--- config.mk ---
export PLATFORM = sky130hd
export DESIGN_NAME = oht_mc
export DESIGN_NICKNAME = d
export VERILOG_FILES = /design/src/rtl/oht_mc.sv
export SDC_FILE = /design/constraint.sdc
export NUM_CORES = 1
export LEC_CHECK = 0
export CAP_MARGIN = 20
export CORE_ASPECT_RATIO = 1.5
export CORE_MARGIN = 2
export CORE_UTILIZATION = 55
export DETAILED_ROUTE_END_ITERATION = 6
export HOLD_SLACK_MARGIN = 0.06
export MAX_ROUTING_LAYER = met4
export PLACE_DENSITY = 0.82
export SLEW_MARGIN = 5
export SYNTH_ARGS = -nofsm -noshare
export SYNTH_HDL_FRONTEND = slang
export SYNTH_SLANG_ARGS = --single-unit
export TNS_END_PERCENT = 30
--- constraint.sdc ---
create_clock -name clk -period 14.2 [get_ports clk]
set_input_delay 2.84 -clock clk [delete_from_list [all_inputs] [get_ports clk]]
set_output_delay 2.84 -clock clk [all_outputs]
set_load 0.01 [all_outputs]
--- src/rtl/oht_mc.sv ---
// oht_mc: multi-channel online health test for the entropy-source front end.
//
// Each channel runs a repetition count test (RCT) and an adaptive proportion
// test (APT) on its raw bit stream. Each channel also tracks its own failures
// and its own bias-calibration trim. Bits from channels without a permanent
// failure are XOR-combined and packed MSB-first into SAMPLE_SIZE-bit words.
// Those words go into a first-word-fall-through FIFO.
//
// Ports:
//   clk, rst           clock; synchronous active-high reset
//   adc_in[N_CH]       one raw bit per channel
//   adc_en             sample strobe
//   deque              pop the FIFO head
//   inter_fail[N_CH]   one-cycle pulse per failure event
//   perm_fail[N_CH]    sticky permanent failure (cleared only by rst)
//   checked_noise      FIFO head word, 0 when empty
//   good_entropy_out   FIFO not empty
//   full, empty        FIFO occupancy flags
//   calibration_arr_n  per-channel trim adding ones,  channel i at [8i+7:8i]
//   calibration_arr_p  per-channel trim adding zeros, same packing
//
// Handshake: adc_in is consumed on every clk where adc_en=1; there is no
// back-pressure, so a word completed while the FIFO is full is lost unless
// deque is high in that same cycle. deque=1 pops the head at the clk edge
// (ignored when empty); checked_noise shows the new head one clk later.
module oht_mc #(
    parameter int N_CH        = 2,
    parameter int SAMPLE_SIZE = 8,
    parameter int FIFO_DEPTH  = 4,
    parameter int RCT_CUTOFF  = 8,
    parameter int APT_WINDOW  = 64,
    parameter int APT_CUTOFF  = 48,
    parameter int FAIL_LIMIT  = 3,
    parameter int CAL_TOL     = 4
) (
    input  logic                   clk,
    input  logic                   rst,
    input  logic [N_CH-1:0]        adc_in,
    input  logic                   adc_en,
    input  logic                   deque,
    output logic [N_CH-1:0]        inter_fail,
    output logic [N_CH-1:0]        perm_fail,
    output logic [SAMPLE_SIZE-1:0] checked_noise,
    output logic                   good_entropy_out,
    output logic                   full,
    output logic                   empty,
    output logic [8*N_CH-1:0]      calibration_arr_n,
    output logic [8*N_CH-1:0]      calibration_arr_p
);

    localparam int RCT_W  = $clog2(RCT_CUTOFF + 1);
    localparam int WIN_W  = (APT_WINDOW > 1) ? $clog2(APT_WINDOW) : 1;
    localparam int ONES_W = $clog2(APT_WINDOW + 1);
    localparam int FAIL_W = $clog2(FAIL_LIMIT + 1);
    localparam int BIT_W  = (SAMPLE_SIZE > 1) ? $clog2(SAMPLE_SIZE) : 1;
    localparam int PTR_W  = (FIFO_DEPTH > 1) ? $clog2(FIFO_DEPTH) : 1;
    localparam int CNT_W  = $clog2(FIFO_DEPTH + 1);

    localparam logic [RCT_W-1:0]  RCT_MAX  = RCT_W'(RCT_CUTOFF);
    localparam logic [WIN_W-1:0]  WIN_LAST = WIN_W'(APT_WINDOW - 1);
    localparam logic [ONES_W-1:0] APT_HI   = ONES_W'(APT_CUTOFF);
    localparam logic [ONES_W-1:0] APT_LO   = ONES_W'(APT_WINDOW - APT_CUTOFF);
    localparam logic [ONES_W-1:0] CAL_HI   = ONES_W'(APT_WINDOW / 2 + CAL_TOL);
    localparam logic [ONES_W-1:0] CAL_LO   = ONES_W'(APT_WINDOW / 2 - CAL_TOL);
    localparam logic [FAIL_W-1:0] FAIL_MAX = FAIL_W'(FAIL_LIMIT);
    localparam logic [BIT_W-1:0]  BIT_LAST = BIT_W'(SAMPLE_SIZE - 1);
    localparam logic [PTR_W-1:0]  PTR_LAST = PTR_W'(FIFO_DEPTH - 1);
    localparam logic [CNT_W-1:0]  CNT_FULL = CNT_W'(FIFO_DEPTH);

    // Per-channel health state
    logic [N_CH-1:0]   last_bit;
    logic [RCT_W-1:0]  rct_cnt  [N_CH];
    logic [WIN_W-1:0]  win_cnt  [N_CH];
    logic [ONES_W-1:0] ones     [N_CH];
    logic [FAIL_W-1:0] fail_cnt [N_CH];

    // Per-channel combinational evaluation of the current sample
    logic [RCT_W-1:0]  rct_inc  [N_CH];
    logic [ONES_W-1:0] ones_tot [N_CH];
    logic [N_CH-1:0]   win_end;
    logic [N_CH-1:0]   rct_fail;
    logic [N_CH-1:0]   apt_fail;
    logic [N_CH-1:0]   fail_ev;

    // Data path and FIFO
    logic [SAMPLE_SIZE-1:0] shreg;
    logic [BIT_W-1:0]       bit_cnt;
    logic [SAMPLE_SIZE-1:0] word_next;
    logic                   comb_bit;
    logic                   take;
    logic                   push;
    logic [SAMPLE_SIZE-1:0] mem [FIFO_DEPTH];
    logic [PTR_W-1:0]       wr_ptr, rd_ptr, rd_nxt;
    logic [CNT_W-1:0]       count, count_nxt;
    logic                   pop, push_ok;
    logic [SAMPLE_SIZE-1:0] head_nxt;

    always_comb begin
        for (int i = 0; i < N_CH; i++) begin
            // A run restarts at 1 on a change; after reset or an RCT clear the
            // count is 0, so the next sample lands on 1 either way.
            rct_inc[i]  = (adc_in[i] == last_bit[i]) ? rct_cnt[i] + RCT_W'(1) : RCT_W'(1);
            ones_tot[i] = ones[i] + ONES_W'(adc_in[i]);
            win_end[i]  = adc_en && (win_cnt[i] == WIN_LAST);
            rct_fail[i] = adc_en && (rct_inc[i] == RCT_MAX);
            apt_fail[i] = win_end[i] && ((ones_tot[i] > APT_HI) || (ones_tot[i] < APT_LO));
            // Simultaneous RCT and APT failures are one event.
            fail_ev[i]  = rct_fail[i] || apt_fail[i];
        end
    end

    always_ff @(posedge clk) begin
        if (rst) begin
            inter_fail        <= '0;
            perm_fail         <= '0;
            last_bit          <= '0;
            calibration_arr_n <= '0;
            calibration_arr_p <= '0;
            for (int i = 0; i < N_CH; i++) begin
                rct_cnt[i]  <= '0;
                win_cnt[i]  <= '0;
                ones[i]     <= '0;
                fail_cnt[i] <= '0;
            end
        end else begin
            inter_fail <= fail_ev;
            for (int i = 0; i < N_CH; i++) begin
                if (adc_en) begin
                    last_bit[i] <= adc_in[i];
                    rct_cnt[i]  <= rct_fail[i] ? RCT_W'(0) : rct_inc[i];
                    if (win_end[i]) begin
                        win_cnt[i] <= '0;
                        ones[i]    <= '0;
                    end else begin
                        win_cnt[i] <= win_cnt[i] + WIN_W'(1);
                        ones[i]    <= ones_tot[i];
                    end
                end
                if (fail_ev[i]) begin
                    if (fail_cnt[i] != FAIL_MAX)
                        fail_cnt[i] <= fail_cnt[i] + FAIL_W'(1);
                    if (fail_cnt[i] >= FAIL_MAX - FAIL_W'(1))
                        perm_fail[i] <= 1'b1;
                end
                // The trim first undoes the opposite trim, then pushes further.
                // It is frozen once the channel has failed permanently.
                if (win_end[i] && !perm_fail[i]) begin
                    if (ones_tot[i] > CAL_HI) begin
                        if (calibration_arr_n[8*i +: 8] != 8'd0)
                            calibration_arr_n[8*i +: 8] <= calibration_arr_n[8*i +: 8] - 8'd1;
                        else if (calibration_arr_p[8*i +: 8] != 8'hff)
                            calibration_arr_p[8*i +: 8] <= calibration_arr_p[8*i +: 8] + 8'd1;
                    end else if (ones_tot[i] < CAL_LO) begin
                        if (calibration_arr_p[8*i +: 8] != 8'd0)
                            calibration_arr_p[8*i +: 8] <= calibration_arr_p[8*i +: 8] - 8'd1;
                        else if (calibration_arr_n[8*i +: 8] != 8'hff)
                            calibration_arr_n[8*i +: 8] <= calibration_arr_n[8*i +: 8] + 8'd1;
                    end
                end
            end
        end
    end

    // Word assembly: any failure event discards the partial word and this sample.
    always_comb begin
        comb_bit  = ^(adc_in & ~perm_fail);
        take      = adc_en && !(|fail_ev) && (|(~perm_fail));
        word_next = {shreg[SAMPLE_SIZE-2:0], comb_bit};
        push      = take && (bit_cnt == BIT_LAST);
    end

    always_ff @(posedge clk) begin
        if (rst) begin
            shreg   <= '0;
            bit_cnt <= '0;
        end else if (adc_en) begin
            if (|fail_ev) begin
                bit_cnt <= '0;
            end else if (take) begin
                shreg   <= word_next;
                bit_cnt <= push ? BIT_W'(0) : bit_cnt + BIT_W'(1);
            end
        end
    end

    // FIFO: the pop is handled before the push, so a push into a full FIFO
    // succeeds when deque is high in the same cycle.
    always_comb begin
        pop       = deque && (count != '0);
        push_ok   = push && ((count != CNT_FULL) || pop);
        count_nxt = count + CNT_W'(push_ok) - CNT_W'(pop);
        rd_nxt    = pop ? ((rd_ptr == PTR_LAST) ? PTR_W'(0) : rd_ptr + PTR_W'(1)) : rd_ptr;
        // The registered head must already reflect a word written this cycle
        // when that word lands in the slot that becomes the head.
        if (count_nxt == '0)
            head_nxt = '0;
        else if (push_ok && (wr_ptr == rd_nxt))
            head_nxt = word_next;
        else
            head_nxt = mem[rd_nxt];
    end

    always_ff @(posedge clk) begin
        if (push_ok)
            mem[wr_ptr] <= word_next;
    end

    always_ff @(posedge clk) begin
        if (rst) begin
            wr_ptr           <= '0;
            rd_ptr           <= '0;
            count            <= '0;
            checked_noise    <= '0;
            empty            <= 1'b1;
            full             <= 1'b0;
            good_entropy_out <= 1'b0;
        end else begin
            if (push_ok)
                wr_ptr <= (wr_ptr == PTR_LAST) ? PTR_W'(0) : wr_ptr + PTR_W'(1);
            rd_ptr           <= rd_nxt;
            count            <= count_nxt;
            checked_noise    <= head_nxt;
            empty            <= (count_nxt == '0);
            full             <= (count_nxt == CNT_FULL);
            good_entropy_out <= (count_nxt != '0);
        end
    end

endmodule
==> results of run 1 <==
-- layout by cell type, fill, tap and decap left out, types with 10 or more instances in the layout --
| cell | count |
|---|---|
| inv_1 | 27 |
| nor2b_1 | 10 |
| nor2_1 | 80 |
| ha_1 | 44 |
| mux2_2 | 10 |
| xor2_1 | 12 |
| nand3_1 | 23 |
| o21ai_0 | 27 |
| xnor2_1 | 37 |
| a21o_1 | 11 |
| o211ai_1 | 14 |
| clkbuf_16 | 18 |
| dfxtp_1 | 66 |
| and2_1 | 10 |
| a21oi_1 | 40 |
| nand2_1 | 62 |
| nand4_1 | 16 |
| edfxtp_1 | 70 |
| mux2i_1 | 29 |
| nor3_1 | 14 |
| clkdlybuf4s50_1 | 51 |
-- flip-flops by register name, summed over array words and instances (netlist names) --
| signal | flops |
|---|---|
| last_bit | 2 |
| wr_ptr | 2 |
| ones | 14 |
| perm_fail | 2 |
| count | 3 |
| empty | 1 |
| full | 1 |
| checked_noise | 8 |
| fail_cnt | 4 |
| good_entropy_out | 1 |
| calibration_arr_p | 16 |
| bit_cnt | 3 |
| calibration_arr_n | 16 |
| inter_fail | 2 |
| shreg | 7 |
| rct_cnt | 8 |
| win_cnt | 12 |
| rd_ptr | 2 |
| mem | 32 |
-- worst reg2reg max path: stages (launching register included) --
cell and delay, ns:
edfxtp_1 0.37, ha_1 0.22, ha_1 0.28, nand2_1 0.10
nor2_1 0.06, xnor2_1 0.61, a31o_2 0.34, and4_1 0.41
a21o_1 0.22, a21bo_1 0.22, ha_1 0.19, fa_1 0.38
xnor2_1 0.13, nand2_1 0.10, inv_1 0.08, nor2_1 0.15
clkinv_1 0.38, o211ai_1 0.24, mux2i_1 0.10
-- cell families after synthesis --
| family | count (synthesis) | synth area share, % |
|---|---|---|
| DFF | 136 | 46.0 |
| AOI/OAI and AO/OA | 144 | 13.0 |
| muxes | 40 | 5.61 |
| xor gates and xnor gates | 49 | 5.76 |
| adders and majority gates | 50 | 8.87 |
| and+or+nand+nor | 262 | 17.6 |
| buffers and inverters | 55 | 3.24 |
-- synth_stat cells, types with 3 or more instances --
cell type  number  share of area, %
nand2_1        62               3.1
nand2b_1        6              0.50
nor2b_1        10              0.84
a21o_1         11               1.1
o21bai_1        4              0.40
nand3_1        23               1.5
o21ai_0        27               1.8
mux2i_1        29               3.9
buf_4           4              0.40
xor2_1         12               1.4
clkbuf_1       15              0.76
o31ai_1         3              0.30
mux2_2         10               1.5
a21oi_1        40               2.7
o21a_1          3              0.30
edfxtp_1       70                28
fa_1            5               1.3
and3_1          9              0.76
or4_1           6              0.60
nand4_1        16               1.3
ha_1           44               7.4
a31oi_1         3              0.25
nor3_1         14              0.94
buf_2           4              0.27
dfxtp_1        66                18
xnor2_1        37               4.4
o211ai_1       14               1.4
nor2_1         80               4.0
and2_1         10              0.84
nor4_1          5              0.42
a211oi_1        6              0.60
o41ai_1         5              0.59
or2_2           3              0.25
a311oi_1        3              0.35
nand4b_1        3              0.35
or3_1           3              0.25
inv_1          27               1.4
-- power groups by stage --
stage / Clock (uW) / Sequential (uW) / Combinational (uW)
2_1_floorplan: 0 / 469 / 163
4_1_cts: 440 / 460 / 233
3_5_place_dp: 0 / 468 / 229
5_1_grt: 460 / 463 / 255
6_report: 437 / 460 / 232
3_3_place_gp: 0 / 466 / 218
-- final timing paths --
kind | from | endpoint | slack (ns) | cells past startpoint
worst max-delay path | adc_in[0] | checked_noise[0] | 6.89 | 19
worst min-delay path | bit_cnt[1] | bit_cnt[1] | 0.49 | 1
worst min register to register | bit_cnt[1] | bit_cnt[1] | 0.49 | 1
worst max register to register | ones[0][0] | checked_noise[0] | 9.50 | 18
-- cell type report --
| type | instances | area, um^2 | share of cell area, % |
|---|---|---|---|
| clock buffers | 22 | 475 | 5.49 |
| clock inverters | 10 | 119 | 1.37 |
| inverters | 29 | 109 | 1.26 |
| multi-input cells | 545 | 3780 | 43.7 |
| flip-flops and latches | 136 | 3420 | 39.5 |
| well taps | 162 | 203 | 2.34 |
| repair buffers | 56 | 546 | 6.30 |
-- metal layers --
metal | wire length [um] | vias up | part of all wire, % | track usage [%]
met5 | 0 | - | 0 | -
met4 | 533 | 0 | 3.2 | 11.3
met3 | 666 | 48 | 4.0 | 4.50
met2 | 9140 | 173 | 56 | 43.8
met1 | 6120 | 2818 | 37 | 23.4
li1 | - | 2780 | - | -
-- per-stage QoR --
step	utilization, %	hold WS (ns)	power, uW
3_3_place_gp	60.5	0.468	684
4_1_cts	64.9	0.488	1130
5_1_grt	64.9	0.517	1180
2_1_floorplan	-	0.454	633
3_5_place_dp	60.5	0.484	698
6_report	64.9	0.486	1130
==> impl_metrics.csv, run 1 <==
group,metric,value,unit
clock_network,clk_latency,0.42,ns
pwr,ir_worst_vdd,0.0945,mV
pwr,p_clk_share,38.7,%
setup_path,crit_top_cell,"ha_1",
place,io_buffer_count,52,
timing,fin_crit_sh,51.5,%
grt,grt_util_all_layers,23.7,%
timing,tightestPinTransition,0.788,ns
routing,drt_iter0_markers,268,
clock_network,cts_made_buffers,17,
pwr,leakage,0.00335,uW
pwr,swShare,27.6,%
place,hpwl,11.7,mm
place,placed_cell_area,8060,um^2
clock_network,cts_num_sinks,136,
min_path,hold_class,"reg -> reg",
place,gp_congestion,0.903,
finish,final_cells,960,
timing,rsz0062_at_grt,"no",
synthesis,syn-num-nets,791,
routing,vias_per_cell,6.06,
pwr,pwr_density_cell,130,nW/um^2
clock_network,post_cts_buffers,0,
setup_path,cp_top_family,"adder cells",
grt,grt_overflow,0,
timing,min_period,7.31,ns
routing,final_antenna_net_count,0,
finish,design_area,8660,um^2
finish,diodes,0,
synthesis,synth_edf_count,70,
setup_path,critPathLaunchType,"input port",
floorplanning,design.die.area,14500,um^2
finish,drive_above_1_share,7.64,%
setup_path,max_stage_delay,0.61,ns
pwr,p_seq_share,40.7,%
pwr,combPwrFrac,20.6,%
floorplanning,die_h,147,um
timing,setup_violations,0,
routing,drc,0,
place,place_inst,928,
grt,grt_max_degree,59,
setup_path,crit_slowest_cell,"xnor2_1",
synthesis,synth_seq_cells,136,
timing,setup_tns,0,ns
place,post-place-ws,6.51,ns
finish,fillCellCount,993,
synthesis,synth_area,7450,um^2
floorplanning,io_pins,53,
grt,grt_pass1_wl,27.2,mm
job,drv_cap,0,
synthesis,async_flop_share,0,%
finish,final_nets,840,
clock_network,root_buffer,"clkbuf_16",
routing,via_count,5819,
clock_network,h-tree-depth,4,
synthesis,synth.distinct_cells,70,
setup_path,setup.worst_path.end_class,"flip-flop",
synthesis,synthFlopType,"edfxtp_1",
setup_path,crit_fanout,17,
clock_network,cts_buffer_depth,2,
floorplanning,initial_core_util,55.8,%
floorplanning,rows,52,
timing,hold_violations,0,
timing,fmax,137,MHz
setup_path,required,14.47,ns
outcome,status,"finished, final reports clean",
setup_path,setup.worst_path.class,"in -> reg",
timing,finalWorstSetupSlack,6.89,ns
grt,first_global_vias,5950,
pwr,p_sw,311,uW
finish,syn2layout_area_growth,16.2,%
clock_network,cts_repair_resize_count,0,
setup_path,crit_arrival,7.58,ns
floorplanning,coreArea,13300,um^2
routing,routed_wl,16.5,mm
clock_network,cts_hold_buffers,0,
floorplanning,dieWidth,99.0,um
routing,wire_per_inst,17.2,um
synthesis,netlist_instances,736,
pwr,intPower,818,uW
timing,relSlewSlack,47.5,%
timing,fin_skew,0.0110,ns
synthesis,syn_area_per_cell,10.1,um^2
timing,drv_slew,0,
setup_path,critPathBufInv,3,
synthesis,ys_seq_area_share,46.0,%
routing,first_pass_iters,5,
clock_network,path_clk_slew,0.05,ns
grt,antenna_found_initial,0,
clock_network,cts_tree,"done",
setup_path,path_cells,"clkdlybuf4s50_1, ha_1, ha_1, nand2_1, nor2_1, xnor2_1, a31o_2, and4_1, a21o_1, a21bo_1, ha_1, fa_1, xnor2_1, nand2_1, inv_1, nor2_1, clkinv_1, o211ai_1, mux2i_1",
synthesis,yosys_warnings,0,
Power figures use the tool's default switching activity.
==> run 2, diff against run 1 <==
CORE_UTILIZATION = 54   (was 55)
PLACE_DENSITY = 0.84   (was 0.82)
clock period = 6.11 ns   (was 14.2 ns; I/O delays follow)
==> impl_metrics.csv, run 2 (synthesis results as in run 1) <==
group,metric,value,unit
finish,final_core_util,65.2,%
grt,grt_pass1_wl,28.4,mm
routing,vias_per_cell,6.19,
grt,grt_max_degree,59,
setup_path,r2r_cells,17,
clock_network,cts_buffer_depth,2,
routing,first_pass_iters,5,
finish,drive_above_1_share,8.24,%
setup_path,timing.rr.start,"ones[1][0]",
setup_path,crit_slowest_cell,"clkdlybuf4s50_1",
min_path,hold_path_end,"bit_cnt[1]",
pwr,leakage,0.00342,uW
setup_path,path_cells,"clkdlybuf4s50_1, ha_1, ha_1, nand3_1, or3_1, and2_1, a31o_4, and4_1, a21o_1, a21bo_1, ha_1, fa_1, nor2_1, nor2_1, nor2_1, clkinv_1, o211ai_1, mux2i_1",
pwr,swShare,27.0,%
place,hpwl,11.9,mm
routing,drc,0,
clock_network,clk_latency,0.43,ns
routing,routed_wl,17.5,mm
setup_path,crit_fanout,17,
timing,rsz0062_at_grt,"no",
grt,grt_overflow,0,
timing,setup_tns,0,ns
clock_network,h-tree-depth,4,
timing,tightestPinTransition,0.820,ns
place,placed_cell_area,8090,um^2
timing,fmax,179,MHz
grt,antenna_found_initial,0,
finish,final_common_cell,"nor2_1",
clock_network,path_clk_slew,0.06,ns
finish,diodes,0,
setup_path,max_stage_delay,0.55,ns
setup_path,crit_cells,18,
pwr,combPwrFrac,19.5,%
clock_network,cts_num_sinks,136,
floorplanning,coreArea,13500,um^2
timing,min_period,5.58,ns
setup_path,worst_r2r_endpoint,"checked_noise[0]",
pwr,pwr_density_cell,322,nW/um^2
finish,final_cell_mix,"nor2_1, edfxtp_1, dfxtp_1",
floorplanning,dieWidth,99.9,um
routing,drt_iter0_markers,312,
clock_network,post_cts_buffers,0,
clock_network,cts_hold_buffers,0,
setup_path,r2r_setup_slack,1.59,ns
setup_path,critPathBufInv,2,
routing,via_count,5963,
finish,syn2layout_area_growth,18.0,%
finish,largest_register_ffs,32,
pwr,p_clk_share,42.6,%
setup_path,critPathLaunchType,"input port",
clock_network,cts_made_buffers,17,
clock_network,root_buffer,"clkbuf_16",
timing,hold-worst-slack,0.505,ns
setup_path,cp_top_family,"simple AND/OR/NAND/NOR gates",
setup_path,critPathLaunch,"adc_in[1]",
floorplanning,design.die.area,14800,um^2
setup_path,setup.worst_path.end_class,"flip-flop",
timing,relSlewSlack,45.4,%
floorplanning,io_pins,53,
pwr,p_seq_share,37.9,%
timing,fin_crit_sh,91.3,%
clock_network,cts_repair_resize_count,0,
setup_path,required,6.39,ns
pwr,p_sw,764,uW
timing,setup_violations,0,
min_path,hold_class,"reg -> reg",
job,drv_cap,0,
pwr,intPower,2070,uW
timing,fin_skew,0.00964,ns
routing,final_antenna_net_count,0,
floorplanning,initial_core_util,55.3,%
finish,design_area,8790,um^2
place,gp_congestion,0.870,
pwr,ir_worst_vdd,0.217,mV
floorplanning,die_h,148,um
routing,wire_per_inst,18.1,um
place,post-place-ws,0.152,ns
timing,hold_violations,0,
outcome,status,"finished, final reports clean",
min_path,hold_start,"bit_cnt[1]",
setup_path,crit_arrival,5.86,ns
grt,grt_util_all_layers,24.9,%
grt,first_global_vias,6003,
min_path,whs_path_depth,1,
finish,fillCellCount,965,
finish,reg_top3,"mem: 32 flops, calibration_arr_n: 16 flops, calibration_arr_p: 16 flops",
floorplanning,rows,52,
finish,final_nets,843,
timing,finalWorstSetupSlack,0.533,ns
clock_network,cts_tree,"done",
timing,drv_slew,0,
finish,largest-register,"mem",
place,io_buffer_count,52,
setup_path,setup.worst_path.class,"in -> reg",
[run 2: cell count changes in the layout (fill, tap and decap cells not counted), sizes merged]
cell,previous run,this run
bufinv,2,6
clkbuf,22,19
clkinvlp,3,1
buf,5,8
clkinv,7,5
inv,27,30
[run 2: cell type report]
cell class                 count  area (um^2)  area share (%)
multi-input combinational    545         3780            43.1
sequential                   136         3420            39.0
timing repair buffer          59          576            6.55
clock buffer                  19          454            5.17
clock inverter                13          239            2.72
tap                          162          203            2.31
inverter                      29          109            1.24
[run 2: worst max-delay path by stage]
stage / to / slack (ns)
finish: checked_noise[0] / 0.53
global route: checked_noise[1] / 0.23
CTS: checked_noise[0] / 0.54
detailed placement: checked_noise[0] / 0.15
global placement: checked_noise[3] / 0.43
floorplan: checked_noise[5] / 1.25
[run 2: per-layer routing]
metal	vias up	part of all wire, %	GRT usage [%]
met1	2914	39	26.6
li1	2797	-	-
met2	204	54	44.5
met3	48	4.8	5.34
met5	-	0	-
met4	0	2.9	9.66
[run 2: through the flow]
stage | power, uW | cells
finish | 2830 | 963
global route | 2940 | 963
floorplan | 1470 | 736
CTS | 2840 | 963
global placement | 1590 | 930
detailed placement | 1640 | 931
[run 2: power by group through the flow]
stage / logic (uW) / clock network, uW / registers (uW)
final: 553 / 1210 / 1070
after global routing: 608 / 1250 / 1080
after CTS: 553 / 1210 / 1070
after detailed placement: 545 / 0 / 1090
after global placement: 502 / 0 / 1090
after floorplan: 380 / 0 / 1090
